--- src/rtl/hazard_pkg.sv ---
// Shared types and limits for the pipeline hazard controller.
// Latency: n/a (types and constants only).
// Backpressure: n/a.
package hazard_pkg;

    // Operand source for an E-stage read: register file, W result or M result
    typedef enum logic [1:0] {
        FWD_RF = 2'b00,
        FWD_W  = 2'b01,
        FWD_M  = 2'b10
    } fwd_sel_t;

    // Controller state: normal flow, load-use bubbling, data-memory freeze
    typedef enum logic [1:0] {
        RUN   = 2'd0,
        LDBUB = 2'd1,
        MWAIT = 2'd2
    } hz_state_t;

    // The bubble counter is 3 bits wide
    localparam int LD_BUB_MAX = 7;

    // Keep the requested bubble count inside what the counter can hold
    function automatic int clamp_ld_bub(input int n);
        if (n < 1)
            return 1;
        else if (n > LD_BUB_MAX)
            return LD_BUB_MAX;
        else
            return n;
    endfunction

endpackage

--- src/rtl/hazard_fwd_sel.sv ---
// Single-operand forwarding priority selector (M result beats W result).
// Latency: combinational, zero cycles.
// Backpressure: none; purely a function of the current E/M/W addresses.
module hazard_fwd_sel
    import hazard_pkg::*;
#(
    parameter int REGW = 4
) (
    input  logic [REGW-1:0] i_ra,
    input  logic            i_rvld,
    input  logic [REGW-1:0] i_wa_m,
    input  logic            i_we_m,
    input  logic [REGW-1:0] i_wa_w,
    input  logic            i_we_w,
    output fwd_sel_t        o_sel
);

    // Youngest producer wins; an operand that is not read never forwards
    always_comb begin
        o_sel = FWD_RF;
        if (i_rvld && i_we_m && (i_ra == i_wa_m))
            o_sel = FWD_M;
        else if (i_rvld && i_we_w && (i_ra == i_wa_w))
            o_sel = FWD_W;
    end

endmodule

--- src/rtl/hazard_ctrl.sv ---
// 5-stage pipeline hazard controller: forwarding, load-use bubbles, memory-wait freeze. Optional perf counters: HAZARD_PERF_CNT_EN.
// Latency: forwarding and stall/flush outputs are combinational; bubble/wait sequencing is tracked in registered state.
// Backpressure: a pending data-memory access freezes F..M and flushes W; control flushes seen meanwhile are deferred.
module hazard_ctrl
    import hazard_pkg::*;
#(
    parameter int NSRC   = 3,
    parameter int REGW   = 4,
    parameter int LD_BUB = 1,
    parameter int CNTW   = 32
) (
    input  logic                 clk,
    input  logic                 reset,
    input  logic [NSRC*REGW-1:0] RAD,
    input  logic [NSRC-1:0]      RVldD,
    input  logic [NSRC*REGW-1:0] RAE,
    input  logic [NSRC-1:0]      RVldE,
    input  logic [REGW-1:0]      WA3E,
    input  logic [REGW-1:0]      WA3M,
    input  logic [REGW-1:0]      WA3W,
    input  logic                 RegWriteE,
    input  logic                 RegWriteM,
    input  logic                 RegWriteW,
    input  logic                 MemtoRegE,
    input  logic                 MemWriteE,
    input  logic                 MemReqM,
    input  logic                 MemReadyM,
    input  logic                 BranchTakenD,
    input  logic                 PCSrcW,
    input  logic                 PCWrPendingF,
    output logic [NSRC*2-1:0]    ForwardE,
    output logic                 StallF,
    output logic                 StallD,
    output logic                 StallE,
    output logic                 StallM,
    output logic                 FlushD,
    output logic                 FlushE,
    output logic                 FlushW,
    output logic [CNTW-1:0]      PerfStall,
    output logic [CNTW-1:0]      PerfBubble,
    output logic [CNTW-1:0]      PerfMemWait
);

    localparam int           LD_BUB_C  = clamp_ld_bub(LD_BUB);
    localparam logic [2:0]   LD_BUB_M1 = 3'(LD_BUB_C - 1);

    hz_state_t  r_state, w_state_nxt;
    hz_state_t  r_ret_state, w_ret_nxt;
    logic [2:0] r_bub_cnt, w_bub_cnt_nxt;
    logic       r_pend_flush_d;
    logic       w_ld_hit, w_ld_use, w_mem_wait, w_bubble;
    fwd_sel_t   w_fwd [NSRC];

    // One priority selector per E-stage operand; reset forces register-file reads
    for (genvar gi = 0; gi < NSRC; gi++) begin : g_fwd
        hazard_fwd_sel #(.REGW(REGW)) u_sel (
            .i_ra   (RAE[gi*REGW +: REGW]),
            .i_rvld (RVldE[gi]),
            .i_wa_m (WA3M),
            .i_we_m (RegWriteM),
            .i_wa_w (WA3W),
            .i_we_w (RegWriteW),
            .o_sel  (w_fwd[gi])
        );
        assign ForwardE[gi*2 +: 2] = reset ? FWD_RF : w_fwd[gi];
    end

    // Any D-stage operand that is read and matches the E destination
    always_comb begin
        w_ld_hit = 1'b0;
        for (int i = 0; i < NSRC; i++) begin
            if (RVldD[i] && (RAD[i*REGW +: REGW] == WA3E))
                w_ld_hit = 1'b1;
        end
    end

    // Stores never produce a register result, so they cannot cause load-use
    assign w_ld_use   = w_ld_hit & RegWriteE & MemtoRegE & ~MemWriteE;
    assign w_mem_wait = MemReqM & ~MemReadyM;

    // Next-state: a memory wait always wins and parks the bubble counter
    always_comb begin
        w_state_nxt   = r_state;
        w_ret_nxt     = r_ret_state;
        w_bub_cnt_nxt = r_bub_cnt;
        w_bubble      = 1'b0;
        case (r_state)
            RUN: begin
                if (w_mem_wait) begin
                    w_state_nxt = MWAIT;
                    w_ret_nxt   = RUN;
                end else if (w_ld_use) begin
                    w_bubble      = 1'b1;
                    w_bub_cnt_nxt = LD_BUB_M1;
                    w_state_nxt   = (LD_BUB_C > 1) ? LDBUB : RUN;
                end
            end
            LDBUB: begin
                // A new load-use here is ignored: the load already left E
                if (w_mem_wait) begin
                    w_state_nxt = MWAIT;
                    w_ret_nxt   = LDBUB;
                end else begin
                    w_bubble      = 1'b1;
                    w_bub_cnt_nxt = r_bub_cnt - 3'd1;
                    if (r_bub_cnt <= 3'd1)
                        w_state_nxt = RUN;
                end
            end
            MWAIT: begin
                if (!w_mem_wait)
                    w_state_nxt = r_ret_state;
            end
            default: begin
                w_state_nxt = RUN;
            end
        endcase
    end

    // State, saved return state and bubble counter
    always_ff @(posedge clk or posedge reset) begin
        if (reset) begin
            r_state     <= RUN;
            r_ret_state <= RUN;
            r_bub_cnt   <= 3'd0;
        end else begin
            r_state     <= w_state_nxt;
            r_ret_state <= w_ret_nxt;
            r_bub_cnt   <= w_bub_cnt_nxt;
        end
    end

    // A PC write retiring during a freeze must flush D once the pipe moves again
    always_ff @(posedge clk or posedge reset) begin
        if (reset)
            r_pend_flush_d <= 1'b0;
        else if (w_mem_wait)
            r_pend_flush_d <= r_pend_flush_d | PCSrcW;
        else
            r_pend_flush_d <= 1'b0;
    end

    // While reset is high every pipe register is flushed and none is held
    assign StallF = ~reset & (w_mem_wait | w_bubble | PCWrPendingF);
    assign StallD = ~reset & (w_mem_wait | w_bubble);
    assign StallE = ~reset & w_mem_wait;
    assign StallM = ~reset & w_mem_wait;
    assign FlushE = reset | w_bubble;
    assign FlushW = reset | w_mem_wait;
    assign FlushD = reset |
                    ((BranchTakenD | PCSrcW | PCWrPendingF | r_pend_flush_d) & ~w_mem_wait);

`ifdef HAZARD_PERF_CNT_EN
    logic [CNTW-1:0] r_perf_stall, r_perf_bubble, r_perf_mwait;

    // Saturating event counters for D stalls, load-use bubbles and memory-wait cycles
    always_ff @(posedge clk or posedge reset) begin
        if (reset) begin
            r_perf_stall  <= '0;
            r_perf_bubble <= '0;
            r_perf_mwait  <= '0;
        end else begin
            if (StallD && !(&r_perf_stall))
                r_perf_stall <= r_perf_stall + CNTW'(1);
            if (w_bubble && !(&r_perf_bubble))
                r_perf_bubble <= r_perf_bubble + CNTW'(1);
            if (w_mem_wait && !(&r_perf_mwait))
                r_perf_mwait <= r_perf_mwait + CNTW'(1);
        end
    end

    assign PerfStall   = r_perf_stall;
    assign PerfBubble  = r_perf_bubble;
    assign PerfMemWait = r_perf_mwait;
`else
    assign PerfStall   = '0;
    assign PerfBubble  = '0;
    assign PerfMemWait = '0;
`endif

endmodule
--- config.mk ---
export PLATFORM = sky130hd
export DESIGN_NAME = hazard_ctrl
export DESIGN_NICKNAME = d
export VERILOG_FILES = /design/src/rtl/hazard_pkg.sv /design/src/rtl/hazard_fwd_sel.sv /design/src/rtl/hazard_ctrl.sv
export SDC_FILE = /design/constraint.sdc
export NUM_CORES = 1
export LEC_CHECK = 0
export BUFFER_PORTS_ARGS = -buffer_cell sky130_fd_sc_hd__buf_2
export CORE_UTILIZATION = 35
export CTS_BUF_LIST = sky130_fd_sc_hd__clkbuf_4 sky130_fd_sc_hd__clkbuf_8
export CTS_CLUSTER_DIAMETER = 120
export DETAILED_ROUTE_END_ITERATION = 16
export GPL_TIMING_DRIVEN = 0
export HOLD_SLACK_MARGIN = 0.15
export PLACE_DENSITY_LB_ADDON = 0.08
export SYNTH_ARGS = -nofsm -noshare
export SYNTH_HDL_FRONTEND = slang
export SYNTH_SLANG_ARGS = --single-unit
export TNS_END_PERCENT = 1
--- constraint.sdc ---
create_clock -name clk -period 1.4 [get_ports clk]
set_clock_uncertainty 0.1 [all_clocks]
set_input_delay 0.07 -clock clk [delete_from_list [all_inputs] [get_ports clk]]
set_output_delay 0.07 -clock clk [all_outputs]
set_load 0.05 [all_outputs]
Yosys cells after proc, flatten, opt, wreduce, memory -nomap -nowiden:

Cells that the tools add are included.

* logic and storage cells: 96
* flip-flop bits (word level): 8
* output and inout port bits: 109
* bits of input ports: 54

* bitwise gates (word level): 21
* magnitude comparators: 1
* muxes and demuxes: 30
* $add $sub $neg: 1
* reduce and logical (&&, ||, !) cells: 20
* eq/ne operators: 19

Operator list (count)
* 4-bit equality test: 9
* 2-bit two-way mux: 13
* 1-bit logical AND: 15
* 2-bit != test, second input constant: 6
* 1-bit two-way mux: 10
* 3-bit two-way mux: 3
* 1-bit OR: 9
* 1-bit AND: 8
* 3-bit != test, second input constant: 2
* 2-bit case mux with 3 select lines: 1
* 3-bit case mux with 2 select lines: 1
* 3-bit AND reduction: 2
* 1-bit NOT: 4
* 2-bit case mux with 2 select lines: 1
* 4-bit AND reduction: 1
* 3-bit by 1-bit less-or-equal comparator with 1-bit output, second input constant: 1
* 3-bit by 1-bit subtractor with 3-bit output, second input constant: 1
* 2-bit by 1-bit equality test with 1-bit output, second input constant: 1
* 2-bit equality test, second input constant: 1
* 2-bit logical NOT: 1
* 1-bit case mux with 2 select lines: 1
* 2-bit nonzero test: 1

Longest topological paths before layout:

* depth after elaboration: 14
* depth in mapped cells: 6
* mapped depth without buffers: 6

Hierarchy:

A second synthesis with hierarchy kept.

* cell total of the unflattened synthesis: 224
* area total of the unflattened synthesis: 1765.4 µm²

By module, submodules not included
* hazard_ctrl: cells each 182, instances 1, area an instance 1401.3 µm², seq. area each 175.2 µm²
* hazard_fwd_sel: cells each 14, instances 3, area an instance 121.4 µm², seq. area each 0.0 µm²

Worst setup path before layout:

OpenSTA, ideal clock, no wires.

* path type: input -> output
* start point: input port WA3E[2]
* end point: output port FlushE
* data required time: 1230 ps
* buffers on the path: 0
* cell stages on the path: 5
* path slack: -590 ps
* arrival: 1820 ps
* cells stage by stage: xor2_1 -> nor3_1 -> a41o_1 -> a21oi_2 -> o31ai_1

* word-level cells in the longest chain between the ends: 12
* elaborated cells on any way between the ends: 16
* classes of those cells: 3 x eq/ne; 6 x mux; 4 x bitwise; 3 x reduce/logical

Ends and longest elaborated chain
* start: declaration: line hazard_ctrl.sv:18 `input logic [REGW-1:0] WA3E,`
* 4-bit equality test: line hazard_ctrl.sv:72 `if (RVldD[i] && (RAD[i*REGW +: REGW] == WA3E))`
* 1-bit logical AND: line hazard_ctrl.sv:72
* 1-bit two-way mux (2 in series): line hazard_ctrl.sv:72
* 1-bit two-way mux *: line hazard_ctrl.sv:72
* 1-bit AND * (3 in series): line hazard_ctrl.sv:78 `assign w_ld_use = w_ld_hit & RegWriteE & MemtoRegE & ~MemWriteE;`
* 1-bit two-way mux *: line hazard_ctrl.sv:92 `end else if (w_ld_use) begin`
* 1-bit two-way mux *: line hazard_ctrl.sv:89 `if (w_mem_wait) begin`
* 1-bit case mux with 2 select lines *: line hazard_ctrl.sv:87 `case (r_state)`
* 1-bit OR *: line hazard_ctrl.sv:148 `assign FlushE = reset | w_bubble;`
* end: declaration: line hazard_ctrl.sv:37 `output logic FlushE,`

Every way passes the cells marked *; elsewhere a longest branch is shown, timed or not.

Worst setup path after layout:

* start point: register r_state[0]
* end point: output port StallD

* word-level cells in the longest chain between the ends: 4
* elaborated cells on any way between the ends: 5
* classes of those cells: 1 x eq/ne; 1 x mux; 2 x bitwise; 1 x reduce/logical

Ends and longest elaborated chain
* start: declaration: line hazard_ctrl.sv:47 `hz_state_t r_state, w_state_nxt;`
* start signal: assignment: line hazard_ctrl.sv:127 `r_state <= w_state_nxt;`
* 2-bit by 1-bit equality test with 1-bit output or 2-bit logical NOT (tied branches): line hazard_ctrl.sv:87
* 1-bit case mux with 2 select lines *: line hazard_ctrl.sv:87
* 1-bit OR *: line hazard_ctrl.sv:145 `assign StallD = ~reset & (w_mem_wait | w_bubble);`
* 1-bit AND *: line hazard_ctrl.sv:145
* end: declaration: line hazard_ctrl.sv:33 `output logic StallD,`

Marks and branches as above.

==> flow_metrics.py <==
metrics = {
    "layout": {
        "regArea_um2": 178,
        "antenna_cells": 0,
        "drive_gt1_frac": 0.473,
        "post-route-util": 0.573,
        "area_delta_synth_final_pct": 56.8,
        "design_area_um2": 2510,
        "final.fill_count": 429,
        "nNetsFinal": 440,
        "multi_input_area_um2": 1060,
    },
    "die": {
        "initial_utilization": 0.366,
        "io_pins": 163,
        "die_h_um": 69.7,
        "die_x_um": 69.7,
        "row_count": 24,
        "dieArea_um2": 4850,
        "core_region_area_um2": 4380,
    },
    "global_routing": {
        "grt_pass1_wl_mm": 5.26,
        "grt_max_degree": 8,
        "antenna_found_initial": 0,
        "grt_pass1_vias": 1274,
        "gr-total-overflow": 0,
        "grt_usage": 0.130,
    },
    "setup_path": {
        "cpMaxStageDelayCell": "dfrtp_2",
        "reg2reg_to": "r_bub_cnt[2]$_DFFE_PP0P_",
        "worst_setup_path_start_kind": "register",
        "end_kind": "output pin",
        "crit_fanout": 4,
        "slowest_delay_ns": 0.40,
        "r2r-start": "r_bub_cnt[0]$_DFFE_PP0P_",
        "r2r_cells": 5,
        "cp.arrival_ns": 1.31,
        "path_cells": "a41o_1 > a21oi_4 > o22ai_1 > buf_4",
        "worst_ep_required_time_ns": 1.23,
        "path_class": "reg2out",
        "regToRegSetupSlack_ns": 0.07,
    },
    "clocking": {
        "path_clk_slew_ns": 0.04,
        "clock_sinks": 7,
        "cts_buffer_depth": 2,
        "root_buffer": "clkbuf_8",
        "clock_latency_ns": 0.23,
        "htreeDepth": 1,
        "cts_tree": "yes",
        "cts_buffers": 3,
    },
    "outcome": {
        "failed_checks": "negative setup slack",
        "status": "finished, violations left",
    },
    "synthesis": {
        "ys_warn_count": 0,
        "seq_area_frac_synth": 0.109,
        "synth-edff-count": 0,
        "ys_seq_elements": 7,
        "async_reset_ff_frac": 1.00,
        "syn-instance-count": 211,
        "synth_flop_cell": "dfrtp_1",
        "synth_cell_types": 30,
        "syn_area_um2": 1600,
        "synth.avg_cell_area_um2": 7.60,
    },
    "detailed_routing": {
        "vias": 1542,
        "via_per_inst": 3.54,
        "drtPass1Iterations": 4,
        "wl_per_cell_um": 7.90,
        "ant_nets": 0,
        "drcViolationCount": 0,
        "first_iter_violations": 36,
        "drt-total-wl_mm": 3.44,
    },
    "timing": {
        "setup_viol": 3,
        "rsz0062_at_grt": "true",
        "min_period_over_period": 1.06,
        "layout_min_cycle_time_ns": 1.48,
        "postLayoutSetupSlackWorst_ns": -0.0777,
        "hold_violations": 0,
        "fmax_mhz": 677,
        "drv_slew": 0,
    },
    "power": {
        "comb_power_share": 0.690,
        "seqPwrFrac": 0.146,
        "irDropWorstVdd_uv": 284,
        "clkPwrFrac": 0.164,
        "p_sw_frac": 0.537,
        "p_int_mw": 0.784,
        "p_leak_nw": 1.53,
        "powerDensity_nw_per_um2": 674,
        "power.switching_mw": 0.908,
    },
    "run": {
        "drv_cap": 0,
    },
    "place": {
        "gp_congestion": 0.736,
        "post-dp-hpwl_mm": 3.15,
        "port_buffers": 66,
        "placed_area_um2": 2360,
    },
    "min_path": {
        "hold_depth": 4,
        "hold_end": "r_ret_state[0]$_DFFE_PP0P_",
        "hold_class": "in2reg",
        "min-delay-start": "MemReqM",
    },
}
## worst max path at each step
stage,startpoint,to,slack [ns],cells after the start
finish,r_state[0]$_DFFE_PP0P_,StallD,-0.08,4
detailed placement,WA3E[2],FlushE,-0.12,7
CTS,r_state[0]$_DFFE_PP0P_,StallD,-0.09,4
global route,r_state[0]$_DFFE_PP0P_,StallD,-0.14,4
floorplan,r_state[1]$_DFFE_PP0P_,StallD,-0.27,2
global placement,WA3E[2],FlushE,-0.11,7
## cells in the final DEF, fill, tap and decap left out, drive strengths merged, types with 2 or more instances in the layout
cell	netlist	final
buf	97	166
conb	1	96
xnor2	24	24
nand3	12	12
nor2	11	11
xor2	9	9
nand2	7	7
inv	7	7
dfrtp	7	7
o22ai	4	4
dlygate4sd3	0	4
a21oi	4	4
o21ai	4	4
clkbuf	0	3
nor4	3	3
nor3	3	3
nor2b	2	2
and2	2	2
ha	2	2
## power by group through the flow
| stage | logic (mW) | registers [mW] | clock network (mW) |
|---|---|---|---|
| 2_1_floorplan | 0.983 | 0.242 | 0 |
| 3_3_place_gp | 1.13 | 0.246 | 0 |
| 3_5_place_dp | 1.13 | 0.247 | 0 |
| 4_1_cts | 1.16 | 0.243 | 0.287 |
| 5_1_grt | 1.23 | 0.250 | 0.301 |
| 6_report | 1.17 | 0.246 | 0.278 |
## timing repair
action / 4_1_cts / 5_1_grt
resized for setup: 9 / 3
buffers inserted: 3 / 0
endpoints found under the hold margin: 10 / 0
setup endpoints to repair: 3 / 6
hold buffers: 4 / 0
pin swaps: 1 / 1
## state kept, by name (all words and copies together), names as in the netlist
signal          count
r_bub_cnt           3
r_pend_flush_d      1
r_ret_state         1
r_state             2
## worst max-delay path: cells and delay by family (launching register included)
kind,cells,cell delay (ns)
DFF,1,0.40
buffers and inverters,1,0.19
AOI/OAI and AO/OA,3,0.49
## synth_stat cells (2+ instances only)
library cell | instances | area share
a21oi_1 | 3 | 0.0094
and2_1 | 2 | 0.0078
buf_4 | 97 | 0.45
dfrtp_1 | 7 | 0.11
ha_1 | 2 | 0.016
inv_1 | 7 | 0.016
nand2_1 | 7 | 0.016
nand3_1 | 12 | 0.037
nor2_1 | 11 | 0.026
nor2b_1 | 2 | 0.0078
nor3_1 | 3 | 0.0094
nor4_1 | 3 | 0.012
o21ai_0 | 4 | 0.012
o22ai_1 | 4 | 0.016
xnor2_1 | 24 | 0.13
xor2_1 | 9 | 0.049
## cell type report
cell class,count,share of cell area
Clock buffer,3,0.0164
Sequential cell,7,0.0707
Clock inverter,1,0.00199
Timing Repair Buffer,73,0.162
Multi-Input combinational cell,195,0.422
Tap cell,52,0.0259
Inverter,7,0.0105
Buffer,97,0.290
## per-layer routing
metal	wire length (um)	part of all wire	up-vias	GRT usage
met5	0	0	-	0
met4	17	0.0049	0	0.0400
met3	421	0.12	2	0.0378
met2	1820	0.53	90	0.251
met1	1180	0.34	614	0.132
li1	-	-	836	-
## per-stage QoR
step           std cells  setup slack, ns  TNS, ns  hold WS (ns)  power (mW)
2_1_floorplan        306           -0.273    -1.26        -0.182        1.22
6_report             435          -0.0777   -0.172         0.249        1.69
3_3_place_gp         424           -0.113   -0.306        0.0386        1.37
5_1_grt              435           -0.140   -0.373         0.309        1.78
4_1_cts              435          -0.0936   -0.216         0.244        1.69
3_5_place_dp         424           -0.122   -0.318        0.0355        1.38
## cells by family (layout without fill, tap and decap cells)
kind of cell / count (synthesis) / count (layout) / synth area share
flip-flops: 7 / 7 / 0.109
XOR/XNOR: 33 / 33 / 0.180
buffers and inverters: 104 / 181 / 0.471
AO/OA/AOI/OAI: 20 / 20 / 0.0859
adder cells (fa/ha/maj): 2 / 2 / 0.0156
AND/OR/NAND/NOR: 43 / 43 / 0.129
multiplexers: 1 / 1 / 0.00703
other: 1 / 96 / 0.00234
Note: power is estimated with default switching activity, not from simulation.
